[src/rtl/led_frame_loader.sv]
// -----------------------------------------------------------------------------
// led_frame_loader
//
// Loads a parallel LED frame into a cascaded serial-in shift-register chain,
// MSB first, one bit per clock. When the whole frame has been shifted it
// pulses a one-cycle latch strobe so the drivers update in one step. The last
// accepted frame is held, and can be re-sent periodically to refresh the chain.
//
// Parameters
//   WIDTH          bits per shift-register stage (>= 2)
//   CHAIN          number of cascaded stages; frame length N = WIDTH*CHAIN
//   REFRESH_PERIOD cycles between latch pulses when auto-refreshing (>= N+2)
//
// Ports
//   clk          rising-edge clock shared with the chain
//   rst_n        asynchronous active-low reset
//   frame_data   frame; bit N-1 goes out first and ends in the far stage
//   frame_valid  source has a frame
//   frame_ready  loader can accept a frame (high only in IDLE)
//   refresh_en   enables periodic re-send of the held frame
//   sr_data      serial data to the chain
//   sr_en        active-low shift enable; chain shifts each edge while low
//   latch        one-cycle output-update strobe
//   busy         high while shifting or latching
// -----------------------------------------------------------------------------
module led_frame_loader #(
  parameter int WIDTH          = 8,
  parameter int CHAIN          = 2,
  parameter int REFRESH_PERIOD = 1024
) (
  input  logic                     clk,
  input  logic                     rst_n,
  input  logic [WIDTH*CHAIN-1:0]   frame_data,
  input  logic                     frame_valid,
  output logic                     frame_ready,
  input  logic                     refresh_en,
  output logic                     sr_data,
  output logic                     sr_en,
  output logic                     latch,
  output logic                     busy
);

  localparam int N     = WIDTH * CHAIN;
  localparam int CNT_W = $clog2(N);
  localparam int REF_W = $clog2(REFRESH_PERIOD);

  localparam logic [CNT_W-1:0] LAST_BIT   = CNT_W'(N - 1);
  localparam logic [CNT_W-1:0] SECOND_BIT = CNT_W'(N - 2);
  localparam logic [REF_W-1:0] REF_MAX    = REF_W'(REFRESH_PERIOD - 1);
  // Expiry is placed N+2 cycles early so that the shift and latch of the
  // re-send land the latch pulse exactly REFRESH_PERIOD after the previous one.
  localparam logic [REF_W-1:0] REF_EXPIRE = REF_W'(REFRESH_PERIOD - N - 2);

  typedef enum logic [1:0] {
    IDLE  = 2'd0,
    SHIFT = 2'd1,
    LATCH = 2'd2
  } state_t;

  state_t           state;
  logic [N-1:0]     hold_q;
  logic             hold_valid;
  logic [CNT_W-1:0] bit_cnt;
  logic [REF_W-1:0] ref_cnt;

  logic             take_frame;
  logic             start_refresh;
  logic [CNT_W-1:0] next_idx;
  logic             next_bit;

  // NOTE: these decodes look at inputs but only feed register D-inputs, so
  // no output ever has a combinational path from an input.
  assign take_frame    = (state == IDLE) && frame_valid && frame_ready;
  assign start_refresh = (state == IDLE) && refresh_en && hold_valid &&
                         (ref_cnt == REF_EXPIRE);

  // Bit presented in the cycle after the current one; sr_data is registered,
  // so the selection runs one bit ahead of the bit counter.
  assign next_idx = SECOND_BIT - bit_cnt;
  assign next_bit = hold_q[next_idx];

  // NOTE: all state below uses non-blocking assignments so every register
  // samples pre-edge values; blocking here would chain same-edge updates.
  always_ff @(posedge clk or negedge rst_n) begin
    if (!rst_n) begin
      state       <= IDLE;
      hold_q      <= '0;
      hold_valid  <= 1'b0;
      bit_cnt     <= '0;
      frame_ready <= 1'b1;
      sr_en       <= 1'b1;
      sr_data     <= 1'b0;
      latch       <= 1'b0;
      busy        <= 1'b0;
    end else begin
      case (state)
        IDLE: begin
          if (take_frame) begin
            // New frame wins over a refresh expiring in the same cycle.
            hold_q      <= frame_data;
            hold_valid  <= 1'b1;
            sr_data     <= frame_data[N-1];
            state       <= SHIFT;
            bit_cnt     <= '0;
            sr_en       <= 1'b0;
            frame_ready <= 1'b0;
            busy        <= 1'b1;
          end else if (start_refresh) begin
            sr_data     <= hold_q[N-1];
            state       <= SHIFT;
            bit_cnt     <= '0;
            sr_en       <= 1'b0;
            frame_ready <= 1'b0;
            busy        <= 1'b1;
          end
        end
        SHIFT: begin
          if (bit_cnt == LAST_BIT) begin
            state   <= LATCH;
            bit_cnt <= '0;
            sr_en   <= 1'b1;
            sr_data <= 1'b0;
            latch   <= 1'b1;
          end else begin
            bit_cnt <= bit_cnt + 1'b1;
            sr_data <= next_bit;
          end
        end
        LATCH: begin
          state       <= IDLE;
          latch       <= 1'b0;
          frame_ready <= 1'b1;
          busy        <= 1'b0;
        end
        default: begin
          state       <= IDLE;
          bit_cnt     <= '0;
          frame_ready <= 1'b1;
          sr_en       <= 1'b1;
          sr_data     <= 1'b0;
          latch       <= 1'b0;
          busy        <= 1'b0;
        end
      endcase
    end
  end

  // Refresh counter: runs only in IDLE, saturates, and restarts from the
  // latch pulse (or from a newly accepted frame).
  always_ff @(posedge clk or negedge rst_n) begin
    if (!rst_n) begin
      ref_cnt <= '0;
    end else if (!refresh_en || (state == LATCH) || take_frame) begin
      ref_cnt <= '0;
    end else if ((state == IDLE) && (ref_cnt != REF_MAX)) begin
      ref_cnt <= ref_cnt + 1'b1;
    end
  end

endmodule
[config.mk]
export PLATFORM = sky130hd
export DESIGN_NAME = led_frame_loader
export DESIGN_NICKNAME = d
export VERILOG_FILES = /design/src/rtl/led_frame_loader.sv
export SDC_FILE = /design/constraint.sdc
export NUM_CORES = 1
export LEC_CHECK = 0
export CAP_MARGIN = 20
export CORE_ASPECT_RATIO = 1.4
export CORE_UTILIZATION = 45
export CTS_CLUSTER_SIZE = 10
export DETAILED_ROUTE_END_ITERATION = 6
export GPL_ROUTABILITY_DRIVEN = 0
export PLACE_DENSITY = 0.79
export SETUP_SLACK_MARGIN = 0.3
export SYNTH_ARGS = -nofsm -noshare
export SYNTH_HDL_FRONTEND = slang
export SYNTH_SLANG_ARGS = --single-unit
[constraint.sdc]
create_clock -name clk -period 2.6 [get_ports clk]
set_input_delay 0.52 -clock clk [delete_from_list [all_inputs] [get_ports clk]]
set_output_delay 0.52 -clock clk [all_outputs]
set_load 0.02 [all_outputs]
After elaboration in Yosys (flattened, before gate mapping)
Cells that the tools add are included.
- register bits after elaboration: 38
- bits of input ports: 20
- output and inout port bits: 5
- add/subtract/negate cells: 3
- order comparisons: 1
- eq/ne operators: 7
- mux-type cells: 25
- bitwise logic cells: 3
- reductions and logical operators: 17
- operators by type and width (kind ; number):
    $mux W10 ; 2
    $mux W4 ; 3
    $pmux W4 S3 ; 1
    $add A10 B1 Y10 const B ; 1
    $eq A10 B10 Y1 const B ; 1
    $ne A10 B10 Y1 const B ; 1
    $reduce_and A2 Y1 ; 5
    $mux W1 ; 9
    $logic_and A1 B1 Y1 ; 6
    $mux W2 ; 3
    $pmux W1 S2 ; 3
    $pmux W1 S3 ; 2
    $lt A4 B5 Y1 const B ; 1
    $add A4 B1 Y4 const B ; 1
    $bmux W1 S4 ; 1
    $eq A4 B4 Y1 const B ; 1
    $pmux W2 S2 ; 1
    $sub A4 B4 Y4 const A ; 1
    $ne A3 B3 Y1 const B ; 1
    $not A1 Y1 ; 3
    $reduce_and A3 Y1 ; 1
    $eq A2 B1 Y1 const B ; 1
    $eq A2 B2 Y1 const B ; 1
    $logic_not A2 Y1 ; 1
    other kinds (4) ; 5

Logic depth before layout (Yosys ltp)
Gate-level depths: netlist of the first run.
- word-level depth: 7
- gate-level depth with buffers: 7
- gate-level depth less buffers: 7

Worst setup path before layout of the first run
OpenSTA, ideal clock, no wires.
- kind: register to register
- start point: reg bit_cnt[1]
- end point: reg sr_data
- setup time: 0.126 ns
- data arrival time: 2.251 ns
- required time: 2.474 ns
- setup slack: 0.223 ns
- cell stages (with the launch flop): 7
- path buffers: 0
- cells stage by stage: dfrtp_1 -> ha_1 -> xor2_2 -> mux4_1 -> mux4_2 -> nor2b_1 -> a221o_1
- word-level cells in the longest chain between the ends: 5
- RTL lines (what ; RTL line ; RTL):
    from (decl) ; 63 ; logic [CNT_W-1:0] bit_cnt;
    from (signal assigned) ; 125 ; bit_cnt <= bit_cnt + 1'b1;
    $sub A4 B4 Y4 ; 79 ; assign next_idx = SECOND_BIT - bit_cnt;
    $bmux W1 S4 ; 80 ; assign next_bit = hold_q[next_idx];
    $mux W1 (implied by the code) ; 80 ;
    $mux W1 * ; 118 ; if (bit_cnt == LAST_BIT) begin
    $pmux W1 S3 * ; 96 ; case (state)
    to (signal assigned) ; 102 ; sr_data <= frame_data[N-1];
    to (signal assigned) ; 109 ; sr_data <= hold_q[N-1];
    to (signal assigned) ; 126 ; sr_data <= next_bit;
    to (decl) ; 37 ; output logic sr_data,
Mark *: on every way between the ends. The rest lies on a longest branch, timed or not. The select of a mux whose other input is x is not followed.
A chain may end at the register's enable or synchronous reset.

Final worst setup path of the first run
- start point: reg bit_cnt[0]
- end point: reg sr_data
Same word-level chain as after synthesis.

==> results by group, run 1 <==
STA
  – Fmax: 424.4 MHz
  – Setup TNS: 0 ps
  – Min Tclk post-route: 2356 ps
  – RSZ-0062 raised after global routing: true
  – Fin. max-slew vios: 0
  – Crit share post-route: 90.63%
  – Hold Slack: 490.4 ps
  – Worst-Margin Slew: 623.4 ps
  – Setup-failing EPs final: 0
  – Number of failing hold endpoints at the final stage: 0
  – Clock skew: 7.671 ps
  – Slew margin rel.: 58.16%

Power
  – Cell Int Power: 1.620 mW
  – Switch Pwr: 729.7 uW
  – Power Dens Cells: 1037 mW/mm^2
  – Sequential Power Share: 41.4%
  – Sw Share: 31.06%
  – Lkg Pwr: 0.9769 nW
  – Max VDD drop: 0.6546 mV
  – Comb power frac: 38.9%
  – Clock network power share: 19.8%

Drt
  – Final WL: 3.710 mm
  – Detail Route Antenna Nets: 0
  – Wire length per cell: 16.49 um
  – Number of DRC markers in iteration 0: 66
  – DRC Markers: 0
  – Vias per Instance: 5.618
  – Vias: 1264
  – Pre-antenna DRT Iters: 4

Worst setup path
  – R2r worst-path depth: 6
  – Crit-path max FO: 5
  – Critical Path End Type: register
  – CP startpoint kind: register
  – WP data required: 2780 ps
  – Setup CP Type: register to register
  – Critical Path AT: 2530 ps

Flow run
  – Total of max-cap violations: 0

Floorplan
  – DIE WIDTH: 55.96 um
  – Die height: 77.54 um
  – Die ar.: 0.004339 mm^2
  – Core area: 0.003919 mm^2
  – # IOs: 25
  – Initial core utilization: 46.81%
  – Cell Rows: 27

Global route
  – Initial antenna violation count: 0
  – Largest net degree at the start of global routing: 39
  – Overflow left after global routing: 0
  – Vias in the first global route: 1420
  – Gr usage total: 19.21%
  – First-pass GRT wire length: 6.430 mm

Yosys
  – Mapped Cells: 151
  – Fraction of registers with async set/reset: 100.0%
  – Cell taking the most area after synthesis: dfrtp_1
  – Unique masters post-synth: 39
  – Warning count from the yosys run: 0
  – Syn Std Cell Area: 0.001834 mm^2
  – Post-Synthesis Net Count: 174
  – Post-synth EDFFs: 0
  – Ys flop type: dfrtp_1
  – Register bit total from synthesis: 38
  – Average instance area after synthesis: 12.15 um^2
  – Sequential area share after synthesis: 51.98%
  – Top-area cell type share of the netlist area: 49.11%
  – Area contributors post-synth: dfrtp_1 49%, mux2_2 9.2%, mux4_1 5.7%

CTS
  – Worst-Skew Late Latency: 290 ps
  – H-tree depth: 2
  – Clock Tree Buf Depth: 2
  – TritonCTS buffer count: 5
  – CTS tree: done
  – Clock root buffer: clkbuf_8
  – Worst-path clk slew: 70 ps
  – CTS Sinks: 38
  – Post-CTS Hold Buffers: 0

Status
  – Outcome: finished, final reports clean

Place
  – DP HPWL: 2.742 mm
  – I/O Buffers: 24

Min path
  – WHS Path Cells: 1
  – Worst min path class: register to register

Cells and area
  – Share of layout cells above drive strength 1: 25.27%
  – Most common cell after layout, fill and taps aside: dfrtp_1
  – Antenna cells: 0
  – Nets: 204
  – Commonest cells after routing, fill and taps aside: 36 x dfrtp_1, 24 x clkdlybuf4s50_1, 15 x mux2_2, 11 x nor2_1
  – Syn-to-layout area delta: 23.53%
power groups by stage:
stage	registers, mW	logic, mW	clock network (mW)
after floorplan	0.956	0.621	0
after global routing	0.999	1.00	0.494
final	0.972	0.913	0.464
after detailed placement	0.980	0.855	0
after CTS	0.973	0.890	0.475
after global placement	0.970	0.811	0
registers in the layout, indices dropped and copies added, names as in the netlist:
| name | flops |
|---|---|
| hold_q | 16 |
| hold_valid | 1 |
| sr_data | 1 |
| sr_en | 1 |
| frame_ready | 1 |
| ref_cnt | 10 |
| busy | 1 |
| latch | 1 |
| state | 2 |
| bit_cnt | 4 |
Yosys cell counts (2+ instances only):
cell type	instances
nand3_1	9
a31oi_1	2
nand2b_1	4
dfstp_2	2
inv_1	3
nor2b_1	3
xor2_1	7
clkbuf_2	2
o31ai_1	2
clkbuf_1	3
or2_2	2
mux4_1	4
dfrtp_1	36
mux2_2	15
nand2_1	9
o21ai_0	7
ha_1	3
nor2_1	11
a21oi_1	2
or2b_2	2
and4_1	3
nand4_1	3
metrics by stage:
step                      setup slack, ps  total power [mW]  instance area (um^2)  std cells  util [%]
final                               243.7             2.349                  2266        225     57.82
after floorplan                     334.8             1.576                  1837        151         -
after CTS                           224.5             2.337                  2251        223     57.44
after detailed placement            210.1             1.836                  2123        214     54.18
after global routing                147.4             2.492                  2266        225     57.82
after global placement              297.3             1.781                  2123        214     54.18
cell type report:
class                           instances  area (um^2)
Timing Repair Buffer                   30        285.3
Multi-Input combinational cell        103        852.1
Inverter                                3        11.26
Clock buffer                            8        110.1
Tap cell                               43        53.80
Fill cell                             341         1653
Sequential cell                        38        953.4
kinds of logic (layout without fill, tap and decap cells):
group / after synthesis / count (layout) / synth area share, %
xor+xnor: 9 / 9 / 4.707
mux: 20 / 20 / 16.17
fa+ha+maj: 3 / 3 / 2.047
compound gates: 20 / 20 / 7.435
buf+inv: 10 / 41 / 2.250
simple gates: 51 / 51 / 15.42
flops: 38 / 38 / 51.98
worst max-delay path: stages (launching register included):
cell	delay, ps
dfrtp_1	420
ha_4	190
xor2_4	240
mux4_2	540
mux4_2	460
nor2b_1	150
a221o_1	260
what timing repair did:
action	CTS	global route
pin swaps	1	0
buffers inserted	1	2
endpoints found under the setup margin	1	1
gates cloned	0	0
endpoints found under the hold margin	0	0
resized for setup	1	0
per-layer routing:
layer  part of all wire, %  routed length, um  track usage, %  vias up
met5                     0                  0               0        -
met4                   1.4                 52           7.561        0
met3                   4.1                152           4.333        5
met2                    55               2047           35.83       39
li1                      -                  -               -      598
met1                    39               1457           20.56      622
path summary, 6_finish.rpt:
check / startpoint / endpoint / slack, ps
max in group asynchronous: rst_n / frame_ready / 1590
hold reg to reg: hold_valid / hold_valid / 490
min in group asynchronous: rst_n / ref_cnt[2] / 650
setup / recovery: bit_cnt[0] / sr_data / 240
setup reg to reg: bit_cnt[0] / sr_data / 240
hold / removal: hold_valid / hold_valid / 490
No activity file was read; power rests on OpenSTA's default activity.
==> run 2: changes to the inputs <==
- CELL_PAD_IN_SITES_DETAIL_PLACEMENT: unset -> 1
- CELL_PAD_IN_SITES_GLOBAL_PLACEMENT: unset -> 2
- CORE_UTILIZATION: 45 -> 33
- PLACE_DENSITY: 0.79 -> 0.84
==> run 2 against run 1 <==
- clock power increased by 2%
- critical path depth did not move
- clock-buffer cell count stayed put
- largest power group unchanged
- hold slack worse by 150 ps
- fmax is essentially flat
- design area grew 0.72%
- wire length rose by 13%
- non-clock buffer count is 1 lower
- register-to-register slack barely moved
- largest cell class unchanged
- critical endpoint unchanged
- via count up 1.7%
- total power is 1.3% higher
==> results by group, run 2 (synthesized netlist as in run 1, its figures left out) <==
Worst setup path
  – Critical Path AT: 2530 ps (about the same)
  – CP top delay family: multiplexers (unchanged)
  – Reg2reg start: bit_cnt[1] (was bit_cnt[0])
  – R2r worst-path depth: 6 (unchanged)
  – Crit path from: bit_cnt[1] (was bit_cnt[0])
  – Reg2reg end: sr_data (unchanged)
  – Slowest stage delay, CP: 540 ps (about the same)
  – WP data required: 2780 ps (about the same)
  – Setup CP Type: register to register (unchanged)
  – Crit-path most repeated cell: mux4_2 (unchanged)
  – Critical Path End Type: register (unchanged)
  – Buffers plus inverters on the worst setup path: 0 (unchanged)
  – CP startpoint kind: register (unchanged)
  – Crit-path max FO: 5 (unchanged)
  – Flop-to-flop setup slack: 240 ps (about the same)
  – Critical-path top delay cell: mux4_2 (unchanged)
  – Crit-path cells: ha_4 > xor2_4 > mux4_2 > mux4_2 > nor2b_1 > a221o_1 (unchanged)

Min path
  – Worst min path class: primary input to async pin (was register to register)

STA
  – Setup TNS: 0 ps (unchanged)
  – Clock skew: 7.159 ps (was 7.671 ps)
  – PnR worst setup slack: 244.0 ps (was 243.7 ps)
  – Worst-Margin Slew: 861.8 ps (was 623.4 ps)
  – Fin. max-slew vios: 0 (unchanged)
  – Slew margin rel.: 42.54% (was 58.16%)
  – Number of failing hold endpoints at the final stage: 0 (unchanged)
  – Crit share post-route: 90.62% (was 90.63%)
  – Setup-failing EPs final: 0 (unchanged)
  – Min Tclk post-route: 2356 ps (about the same)
  – RSZ-0062 raised after global routing: true (unchanged)
  – Fmax: 424.4 MHz (about the same)
  – Hold Slack: 336.3 ps (was 490.4 ps)

Cells and area
  – Share of layout cells above drive strength 1: 25.41% (was 25.27%)
  – Max reg flops: 16 (unchanged)
  – Most common cell after layout, fill and taps aside: dfrtp_1 (unchanged)
  – Top flop regs: hold_q (16), ref_cnt (10), bit_cnt (4) (unchanged)
  – Non-Filler Instances: 247 (was 225)
  – FF/Latch Area: 953.4 um^2 (unchanged)
  – Commonest cells after routing, fill and taps aside: 36 x dfrtp_1, 23 x clkdlybuf4s50_1, 15 x mux2_2, 11 x nor2_1 (was 36 x dfrtp_1, 24 x clkdlybuf4s50_1, 15 x mux2_2, 11 x nor2_1)
  – Top reg by flops: hold_q (unchanged)
  – Core Util, Final: 43.26% (was 57.82%)
  – Antenna cells: 0 (unchanged)
  – FILL cells: 586 (was 341)
  – Area taken by multi-input logic gates: 852.1 um^2 (unchanged)
  – Nets: 203 (was 204)
  – Syn-to-layout area delta: 24.42% (was 23.53%)

Status
  – Outcome: finished, final reports clean (unchanged)

CTS
  – CTS tree: done (unchanged)
  – CTS Sinks: 38 (unchanged)
  – Worst-path clk slew: 80 ps (was 70 ps)
  – H-tree depth: 2 (unchanged)
  – Worst-Skew Late Latency: 290 ps (about the same)
  – Clock Tree Buf Depth: 2 (unchanged)
  – TritonCTS buffer count: 5 (unchanged)
  – Clock root buffer: clkbuf_8 (unchanged)

Place
  – Setup WS pre-CTS: 177.9 ps (was 210.1 ps)
  – DP HPWL: 3.098 mm (was 2.742 mm)
  – I/O Buffers: 24 (unchanged)
  – Placed cells: 236 (was 214)

Floorplan
  – Die height: 90.22 um (was 77.54 um)
  – Cell Rows: 31 (was 27)
  – # IOs: 25 (unchanged)
  – Initial core utilization: 34.77% (was 46.81%)
  – DIE WIDTH: 65.01 um (was 55.96 um)
  – Core area: 0.005275 mm^2 (was 0.003919 mm^2)
  – Die ar.: 0.005865 mm^2 (was 0.004339 mm^2)

Drt
  – Detail Route Antenna Nets: 0 (unchanged)
  – Number of DRC markers in iteration 0: 37 (was 66)
  – Final WL: 4.181 mm (was 3.710 mm)
  – Vias: 1285 (was 1264)
  – DRC Markers: 0 (unchanged)
  – Pre-antenna DRT Iters: 4 (unchanged)
  – Vias per Instance: 5.202 (was 5.618)
  – Wire length per cell: 16.93 um (was 16.49 um)

Global route
  – Overflow left after global routing: 0 (unchanged)
  – Vias in the first global route: 1410 (was 1420)
  – First-pass GRT wire length: 7.017 mm (was 6.430 mm)
  – Initial antenna violation count: 0 (unchanged)
  – Gr usage total: 15.99% (was 19.21%)
  – Largest net degree at the start of global routing: 39 (unchanged)

Power
  – Max VDD drop: 0.4089 mV (was 0.6546 mV)
  – Lkg Pwr: 0.9721 nW (was 0.9769 nW)
  – Power Dens Cells: 1043 mW/mm^2 (was 1037 mW/mm^2)

Flow run
  – Total of max-cap violations: 0 (unchanged)
run 2: cell count changes in the layout (fill, tap and decap cells not counted), sizes merged:
| cell | delta |
|---|---|
| clkdlybuf4s50 | -1 |
run 2: repair_timing:
action,CTS,global route
pin swaps,0,0
setup endpoints to repair,1,1
resized for setup,1,0
setup buffers,2,1
gates cloned,0,0
hold buffers,0,0
run 2: where the power goes:
| group | internal (mW) | leakage [nW] | switching, mW |
|---|---|---|---|
| logic | 0.545 | 0.436 | 0.379 |
| registers | 0.807 | 0.479 | 0.177 |
| clock network | 0.268 | 0.0575 | 0.205 |
run 2: stage by stage:
step | power [mW] | instance area, um^2
6_report | 2.380 | 2282
5_1_grt | 2.532 | 2282
4_1_cts | 2.390 | 2275
3_5_place_dp | 1.867 | 2140
3_3_place_gp | 1.796 | 2140
2_1_floorplan | 1.576 | 1837
run 2: area by class of cell:
class | instances | share of cell area [%]
Tap cell | 66 | 3.618
Multi-Input combinational cell | 103 | 37.34
Sequential cell | 38 | 41.78
Inverter | 3 | 0.4934
Clock buffer | 8 | 4.825
Timing Repair Buffer | 29 | 11.95
run 2: worst max path at each step:
stage | end | slack [ps] | cells past startpoint
CTS | sr_data | 240 | 6
detailed placement | sr_data | 180 | 6
global route | sr_data | 140 | 6
global placement | sr_data | 280 | 6
floorplan | sr_data | 330 | 6
finish | sr_data | 240 | 6
run 2: per-layer routing:
metal	wire length, um	GRT usage [%]
met5	0	0
met4	98	6.703
met2	2254	27.34
met1	1706	18.85
met3	123	3.553
